$ cat src/rtl/prim_reqack_arb_pkg.sv
// Shared types and constants for the round-robin REQ/ACK channel arbiter.
package prim_reqack_arb_pkg;

  // Arbiter FSM: IDLE waits for a requester, BUSY holds the channel REQ until ACK.
  typedef enum logic {
    ArbIdle = 1'b0,
    ArbBusy = 1'b1
  } reqack_arb_state_e;

  // Internal width of the saturating watchdog counter.
  localparam int unsigned WdogW = 16;

endpackage

$ cat src/rtl/prim_rr_pick.sv
// Combinational round-robin picker: first set request bit after 'last', with wrap.
module prim_rr_pick #(
  parameter int NumReq = 4,
  localparam int IdxW = $clog2(NumReq)
) (
  input  logic [NumReq-1:0] req,
  input  logic [IdxW-1:0]   last,
  output logic              valid,
  output logic [IdxW-1:0]   idx
);

  logic [IdxW-1:0] cand;

  // Walk offsets from the farthest to the nearest so the nearest set bit after last wins.
  always_comb begin
    valid = |req;
    idx   = '0;
    cand  = '0;
    for (int off = NumReq; off >= 1; off--) begin
      cand = IdxW'((int'(last) + off) % NumReq);
      if (req[cand]) begin
        idx = cand;
      end
    end
  end

endmodule

$ cat src/rtl/prim_reqack_arb.sv
// Round-robin arbiter sharing one SRC-side REQ/ACK CDC channel among NumReq requesters.
//
// Handshake: requester i raises req_i[i] and holds it until ack_o[i] pulses for one
// cycle. The channel side mirrors this: chan_req_o is raised on grant and held until
// chan_ack_i pulses; that pulse is routed combinationally to the granted requester.
module prim_reqack_arb
  import prim_reqack_arb_pkg::*;
#(
  parameter int NumReq        = 4,
  parameter int TimeoutCycles = 255,
  localparam int IdxW = $clog2(NumReq)
) (
  input  logic              clk_i,
  input  logic              rst_i,
  input  logic [NumReq-1:0] req_i,
  output logic [NumReq-1:0] ack_o,
  output logic              chan_req_o,
  input  logic              chan_ack_i,
  output logic [IdxW-1:0]   chan_id_o,
  output logic              busy_o,
  output logic              timeout_o,
  output logic              spurious_ack_o,
  input  logic              clr_err_i,
  output reqack_arb_state_e state_o
);

  localparam logic [WdogW-1:0] TimeoutLim = WdogW'(TimeoutCycles);
  localparam logic [IdxW-1:0]  LastInit   = IdxW'(NumReq - 1);

  reqack_arb_state_e state_q;
  logic [IdxW-1:0]   last_q;
  logic [WdogW-1:0]  wdog_q;
  logic [WdogW-1:0]  wdog_inc;
  logic              pick_valid;
  logic [IdxW-1:0]   pick_idx;
  logic              timeout_set;
  logic              spurious_set;

  prim_rr_pick #(
    .NumReq (NumReq)
  ) u_pick (
    .req   (req_i),
    .last  (last_q),
    .valid (pick_valid),
    .idx   (pick_idx)
  );

  assign state_o = state_q;

  // Watchdog increment saturates; the flag sets on the edge where the count reaches the limit.
  always_comb begin
    wdog_inc     = (wdog_q == '1) ? wdog_q : wdog_q + 1'b1;
    timeout_set  = (state_q == ArbBusy) && (TimeoutCycles != 0) && (wdog_inc == TimeoutLim);
    spurious_set = (state_q == ArbIdle) && chan_ack_i;
  end

  // Return the channel ACK to the granted requester only while a transaction is open.
  always_comb begin
    ack_o = '0;
    if (state_q == ArbBusy && chan_ack_i) begin
      ack_o[chan_id_o] = 1'b1;
    end
  end

  // Main FSM with registered channel outputs, watchdog and sticky error flags.
  always_ff @(posedge clk_i) begin
    if (rst_i) begin
      state_q        <= ArbIdle;
      chan_req_o     <= 1'b0;
      chan_id_o      <= '0;
      busy_o         <= 1'b0;
      last_q         <= LastInit;
      wdog_q         <= '0;
      timeout_o      <= 1'b0;
      spurious_ack_o <= 1'b0;
    end else begin
      case (state_q)
        ArbIdle: begin
          if (pick_valid) begin
            state_q    <= ArbBusy;
            chan_req_o <= 1'b1;
            busy_o     <= 1'b1;
            chan_id_o  <= pick_idx;
            last_q     <= pick_idx;
            wdog_q     <= '0;
          end
        end
        ArbBusy: begin
          wdog_q <= wdog_inc;
          if (chan_ack_i) begin
            state_q    <= ArbIdle;
            chan_req_o <= 1'b0;
            busy_o     <= 1'b0;
          end
        end
        default: begin
          state_q    <= ArbIdle;
          chan_req_o <= 1'b0;
          busy_o     <= 1'b0;
        end
      endcase

      if (timeout_set) begin
        timeout_o <= 1'b1;
      end else if (clr_err_i) begin
        timeout_o <= 1'b0;
      end

      if (spurious_set) begin
        spurious_ack_o <= 1'b1;
      end else if (clr_err_i) begin
        spurious_ack_o <= 1'b0;
      end
    end
  end

`ifndef SYNTHESIS
  logic chk_armed;
  logic chk_hold_req;
  logic chk_chan_req;
  logic chk_chan_ack;

  // Protocol checks, evaluated on each clock edge against the previous edge's samples.
  always @(posedge clk_i) begin
    chk_armed    <= !rst_i;
    chk_hold_req <= !rst_i && (state_q == ArbBusy) && !chan_ack_i && req_i[chan_id_o];
    chk_chan_req <= chan_req_o;
    chk_chan_ack <= chan_ack_i;
    if (!rst_i) begin
      a_ack_onehot0: assert ($onehot0(ack_o))
        else $error("ack_o not onehot0: %b", ack_o);
      a_ack_in_busy: assert ((ack_o == '0) || (chan_ack_i && state_q == ArbBusy))
        else $error("ack_o raised outside a BUSY ACK cycle");
      if (chk_armed && chk_hold_req) begin
        a_req_held: assert (req_i[chan_id_o])
          else $error("granted req_i[%0d] fell before its ack", chan_id_o);
      end
      if (chk_armed && chk_chan_req && !chan_req_o) begin
        a_chan_req_held: assert (chk_chan_ack)
          else $error("chan_req_o fell without chan_ack_i");
      end
    end
  end
`endif

endmodule

$ cat config.mk
export PLATFORM = sky130hd
export DESIGN_NAME = prim_reqack_arb
export DESIGN_NICKNAME = d
export VERILOG_FILES = /design/src/rtl/prim_reqack_arb_pkg.sv /design/src/rtl/prim_rr_pick.sv /design/src/rtl/prim_reqack_arb.sv
export SDC_FILE = /design/constraint.sdc
export NUM_CORES = 1
export LEC_CHECK = 0
export CORE_MARGIN = 8
export CORE_UTILIZATION = 59
export DETAILED_ROUTE_END_ITERATION = 12
export PLACE_DENSITY = 0.84
export SLEW_MARGIN = 25
export SYNTH_ARGS = -nofsm -noshare
export SYNTH_HDL_FRONTEND = slang
export SYNTH_SLANG_ARGS = --single-unit
$ cat constraint.sdc
create_clock -name clk_i -period 4.5 [get_ports clk_i]
set_clock_uncertainty 0.2 [all_clocks]
set_input_delay 0.9 -clock clk_i [delete_from_list [all_inputs] [get_ports clk_i]]
set_output_delay 0.9 -clock clk_i [all_outputs]
set_load 0.005 [all_outputs]
==> impl_results.md, run 1 <==
* 1st-iter DRT viols at 154
* Flops & latches, synth at 24
* Endpoint class of the critical path: primary output
* Synthesized instance count at 201
* Post-Syn Area at 1563 µm²
* Crit path launch type: input port
* Routed WL at 3784 µm
* Initial antenna violation count at 0
* ANT nets after route at 0
* Max-slew violation count at 0
* RSZ-0062 raised after global routing: no
* Core area at 2500 µm²
* Htree depth at 1
* Io pins at 19
* Critical path peak fanout at 4
* Share of the synthesized area in the top cell type at 30.74%
* Routability cong. at 0.8272
* Relative slew slack at 44.35%
* Global Route Usage Sum at 18.11%
* Crit path DAT at 2.23 ns
* Hold_buf cts at 0
* Fillers at 209
* Rows at 18
* Routed WL per cell at 15.83 µm
* CTS tree: done
* Dpl cells at 236
* Status: finished clean
* Grt total ovfl at 0
* Die Footprint at 4552 µm²
* R2R depth at 7
* PostCTS Resize Cnt at 0
* Hold Vio Cnt, Final at 0
* Initial Utilization at 62.51%
* Hpwl dp at 2674 µm
* Crit path capture: ack_o[0]
* Clk buf depth at 2
* Cell variety after synth at 50
* Die Y-Extent at 67.47 µm
* Vias in the first global route at 1,502
* Fin cells at 239
* Post-synth ARST share at 0%
* FMAX at 0.3002 GHz
* Syn_nets at 210
* First-pass GRT wire length at 6610 µm
* Worst r2r dst: timeout_o$_SDFFE_PP0P_
* Worst path required time at 3.40 ns
* Nets at 220
* Via density at 6.439
* CTS clk-pin slew, worst paths at 0.13 ns
* FF-to-FF Start: wdog_q[0]$_SDFFE_PP0P_
* Hold Crit Class: reg2reg
* Worst vdd ir at 0.1982 mV
* Largest cells by area after synthesis: dfxtp_1, a21oi_1, nand2_1, nor2_1, nand3_1
* Worst-margin pin slew at 0.8330 ns
* Clock buffer count from CTS at 3
* Post-CTS Setup Bufs at 0
* Min cycle time layout at 3.332 ns
* Tcrit/Tclk final at 74.03%
* Root Buffer: clkbuf_4
* TritonRoute pass-1 iters at 4
* Fin Setup TNS at 0 ns
* Power per Cell Area at 226.1 nW/µm²
* CP Class: in2out
* Worst-skew pair later-pin latency at 0.32 ns
* Tot Pwr at 386.2 µW
* Max_cap viols at 0
* Yosys warns at 0
* Die Width at 67.47 µm
* Ys flop type: dfxtp_1
* Leak Pwr at 0.6225 nW
* # diodes at 0
* Setup crit start: chan_ack_i
* PortBufs at 18
* Syn-to-layout area delta at 9.288%
* Register area share after synthesis at 30.74%
* Reg2Reg Setup Slack at 2.10 ns
* Vias at 1,539
* Syn_area_per_cell at 7.775 µm²
* Commonest non-fill, non-tap cells in the layout: a21oi_1, dfxtp_1, nand2_1
* Post-route DRC at 0
* Pin count of the biggest net entering global routing at 37
* Final setup viols at 0
* Layout cell share with drive strength beyond 1 at 7.656%
* Number of flops mapped to enable cells by yosys at 0
* Cell taking the most area after synthesis: dfxtp_1
* Clock sink count at 24
-- critical path, stage by stage --
cell and delay (ns):
clkdlybuf4s50_1 0.52, nand2_1 0.11, nor3_1 0.17, clkdlybuf4s50_1 0.54
-- report_power, final --
part	leakage, nW	switching (mW)	internal (mW)
Sequential	0.195	0.00797	0.219
Clock	0.0138	0.0668	0.0315
Combinational	0.413	0.0307	0.0299
Total	0.623	0.105	0.281
-- flip-flops by register name (all words and copies together) (netlist names) --
name	flops
wdog_q	16
chan_id_o	2
last_q	2
busy_o	1
spurious_ack_o	1
state_o	1
timeout_o	1
-- per-layer routing --
layer  wire [µm]  global-route usage (%)  part of all wire [%]  vias up
met3         267                   3.974                   7.1        7
li1            -                       -                     -      752
met5           0                       0                     0        -
met2        1756                   29.70                    46       59
met1        1693                   22.04                    45      721
met4          67                   8.355                   1.8        0
-- worst min-delay path by stage --
| stage | startpoint | slack, ns | endpoint | cells after the start |
|---|---|---|---|---|
| 2_1_floorplan | timeout_o$_SDFFE_PP0P_ | 0.24 | timeout_o$_SDFFE_PP0P_ | 2 |
| 3_3_place_gp | timeout_o$_SDFFE_PP0P_ | 0.24 | timeout_o$_SDFFE_PP0P_ | 2 |
| 3_5_place_dp | timeout_o$_SDFFE_PP0P_ | 0.25 | timeout_o$_SDFFE_PP0P_ | 2 |
| 4_1_cts | timeout_o$_SDFFE_PP0P_ | 0.27 | timeout_o$_SDFFE_PP0P_ | 2 |
| 5_1_grt | timeout_o$_SDFFE_PP0P_ | 0.31 | timeout_o$_SDFFE_PP0P_ | 2 |
| 6_report | timeout_o$_SDFFE_PP0P_ | 0.26 | timeout_o$_SDFFE_PP0P_ | 2 |
-- cell families after synthesis --
logic type      after synthesis  synth area share, %
simple gates                 92                34.51
compound gates               58                22.90
flops                        24                30.74
buf+inv                      22                8.726
xor+xnor                      3                1.682
mux                           1               0.6405
fa+ha+maj                     1               0.8005
-- cell usage after synthesis, drive strengths merged (2+ instances only) --
master	instances
a211oi	4
a21o	2
a21oi	24
a22oi	3
a311oi	4
a31oi	2
and3	4
and4	5
buf	11
clkbuf	4
dfxtp	24
inv	7
nand2	20
nand2b	5
nand3	10
nand3b	2
nand4	6
nor2	17
nor2b	4
nor3	8
nor4	2
o21ai	13
or2	2
xor2	2
-- final cells by class --
cell class                      count  area (µm²)  share of cell area, %
Tap cell                           30       37.54                  2.198
Clock buffer                        3       22.52                  1.319
Multi-Input combinational cell    155       945.9                  55.38
Inverter                            7       26.28                  1.538
Timing Repair Buffer               20       195.2                  11.43
Sequential cell                    24       480.5                  28.13
-- stage by stage --
| step | area, µm² | hold slack [ns] | worst slack [ns] | util (%) |
|---|---|---|---|---|
| 6_report | 1708 | 0.2631 | 1.168 | 68.32 |
| 5_1_grt | 1708 | 0.3055 | 1.109 | 68.32 |
| 4_1_cts | 1708 | 0.2694 | 1.143 | 68.32 |
| 3_5_place_dp | 1685 | 0.2495 | 1.160 | 67.42 |
| 3_3_place_gp | 1685 | 0.2415 | 1.232 | 67.42 |
| 2_1_floorplan | 1563 | 0.2419 | 2.258 | - |
(Power assumes the default switching activity.)
==> inputs of run 2 (changes only) <==
- CORE_UTILIZATION: 59 -> 50
- PLACE_DENSITY: 0.84 -> 0.76
- clock period: 4.5 -> 2.7 ns (I/O delays scaled with it)
==> run 2 against run 1 <==
Effect of this change: sequential power is 67% higher; critical path depth stayed put; hold slack better by 0.0088 ns; cell count is 2.1% higher; global-route usage is 3.2 points lower; flip-flop and latch count stayed put; non-clock buffer count is 1 higher; clock-buffer cell count stayed put; critical path type unchanged; largest cell class unchanged.
==> impl_results.md, run 2 (same netlist as run 1, synthesis figures left out) <==
* Status: finished clean
* R2R depth at 7 (unchanged)
* Fin cells at 244 (+2.1%)
* Hold_buf cts at 0 (unchanged)
* Top flop regs: wdog_q (16), chan_id_o (2), last_q (2)
* Hold Slack at 0.2719 ns (+0.008802 ns)
* Worst-margin pin slew at 0.5694 ns (-0.2636 ns)
* CTS tree: done
* Largest register by flop count: wdog_q
* TritonRoute pass-1 iters at 5 (+1)
* Vias at 1,511 (-1.8%)
* Flip-flop count of the largest register after layout at 16 (unchanged)
* Initial antenna violation count at 0 (unchanged)
* PnR worst setup slack at 0.1039 ns (-1.065 ns)
* Leak Pwr at 0.6421 nW (+3.1%)
* Min cycle time layout at 2.596 ns
* FMAX at 0.3852 GHz
* Routability cong. at 0.8752 (+5.8%)
* Nets at 221 (+0.45%)
* Power per Cell Area at 425.2 nW/µm² (+88%)
* Met2 wire len at 1716 µm (-2.3%)
* Hold path start: timeout_o$_SDFFE_PP0P_
* Pre-CTS WS at 0.08991 ns (-1.070 ns)
* Post-route DRC at 0 (unchanged)
* Clk buf depth at 2 (unchanged)
* Core area at 3003 µm² (+20%)
* Crit path DAT at 1.86 ns (-0.37 ns)
* Vias in the first global route at 1,420 (-5.5%)
* FF-to-FF Start: wdog_q[0]$_SDFFE_PP0P_
* Layout cell share with drive strength beyond 1 at 8.531% (+0.88 points)
* Critical path peak fanout at 4 (unchanged)
* Endpoint class of the critical path: primary output
* Grt total ovfl at 0 (unchanged)
* Hpwl dp at 2640 µm (-1.3%)
* Dpl cell area at 1697 µm² (+0.67%)
* Die Y-Extent at 71.91 µm (+6.6%)
* Initial Utilization at 52.04% (-10 points)
* Via density at 6.193 (-3.8%)
* # diodes at 0 (unchanged)
* Max-slew violation count at 0 (unchanged)
* Finished Core Util at 58.25% (-10 points)
* Crit path capture: ack_o[1]
* Max_cap viols at 0 (unchanged)
* First-pass GRT wire length at 6327 µm (-4.3%)
* Crit path launch type: input port
* PortBufs at 18 (unchanged)
* Final Instance Area at 1749 µm² (+2.4%)
* Metal-1 WL at 1744 µm (+3.0%)
* CP Class: in2out
* Relative slew slack at 61.69% (+17 points)
* Worst vdd ir at 0.2573 mV (+30%)
* Pin count of the biggest net entering global routing at 39 (+5.4%)
* Global Route Usage Sum at 14.89% (-3.2 points)
* Worst-skew pair later-pin latency at 0.32 ns (about the same)
* CTS clk-pin slew, worst paths at 0.14 ns (about the same)
* Root Buffer: clkbuf_4
* Dpl cells at 240 (+1.7%)
* Htree depth at 1 (unchanged)
* Routed WL at 3759 µm (-0.66%)
* Hold Crit Class: reg2reg
* Commonest non-fill, non-tap cells in the layout: a21oi_1, dfxtp_1, nand2_1
* Clock buffer count from CTS at 3 (unchanged)
* Die Footprint at 5170 µm² (+14%)
* Clock sink count at 24 (unchanged)
* Rows at 20 (+2)
* Worst path required time at 1.96 ns (-1.44 ns)
* Tcrit/Tclk final at 96.15%
* ANT nets after route at 0 (unchanged)
* Reg2Reg Setup Slack at 0.24 ns (-1.86 ns)
* Routed WL per cell at 15.41 µm (-2.7%)
* Syn-to-layout area delta at 11.93%
* Io pins at 19 (unchanged)
* PostCTS Resize Cnt at 0 (unchanged)
* Fin Setup TNS at 0 ns (unchanged)
* Worst r2r dst: timeout_o$_SDFFE_PP0P_
* Setup crit start: chan_ack_i
* Met3 WL at 261 µm (-2.2%)
* Hold Vio Cnt, Final at 0 (unchanged)
* 1st-iter DRT viols at 126 (-18%)
* RSZ-0062 raised after global routing: no
* Die Width at 71.91 µm (+6.6%)
* Top sig layer: met4
* Final setup viols at 0 (unchanged)
* Post-CTS Setup Bufs at 0 (unchanged)
* Tot Pwr at 743.8 µW (+93%)
run 2: worst min path at each step:
| stage | slack (ns) | to | cells after the start |
|---|---|---|---|
| global placement | 0.24 | timeout_o$_SDFFE_PP0P_ | 2 |
| finish | 0.27 | timeout_o$_SDFFE_PP0P_ | 2 |
| detailed placement | 0.25 | timeout_o$_SDFFE_PP0P_ | 2 |
| global route | 0.30 | spurious_ack_o$_SDFFE_PP0P_ | 2 |
| CTS | 0.28 | timeout_o$_SDFFE_PP0P_ | 2 |
| floorplan | 0.24 | timeout_o$_SDFFE_PP0P_ | 2 |
run 2: critical path: stages:
cell and delay, ns:
clkdlybuf4s50_1 0.52, nand2_1 0.10, nor3_1 0.16, clkdlybuf4s50_1 0.54
run 2: final cells by class:
type / instances / area (µm²)
inverter: 7 / 26.28
multi-input combinational: 155 / 945.9
timing repair buffer: 21 / 202.7
sequential: 24 / 480.5
clock inverter: 1 / 30.03
tap: 33 / 41.29
clock buffer: 3 / 22.52
fill: 283 / 1254
run 2: routing by layer:
metal | track usage [%] | vias to the layer above
li1 | - | 754
met1 | 18.68 | 689
met2 | 23.79 | 64
met3 | 3.168 | 4
met4 | 6.803 | 0
met5 | 0 | -
run 2: report_power, final:
part           leakage [nW]  internal, mW  switching (mW)  total, mW
combinational         0.419        0.0501          0.0512      0.101
clock                0.0279         0.150           0.114      0.264
sequential            0.195         0.366          0.0128      0.379
total                 0.642         0.566           0.178      0.744
==> inputs of run 3 (changes only) <==
- SLEW_MARGIN: 25 -> 20
==> results of run 3 <==
Same layout as run 2: the final DEF is identical, and so are final timing and power.
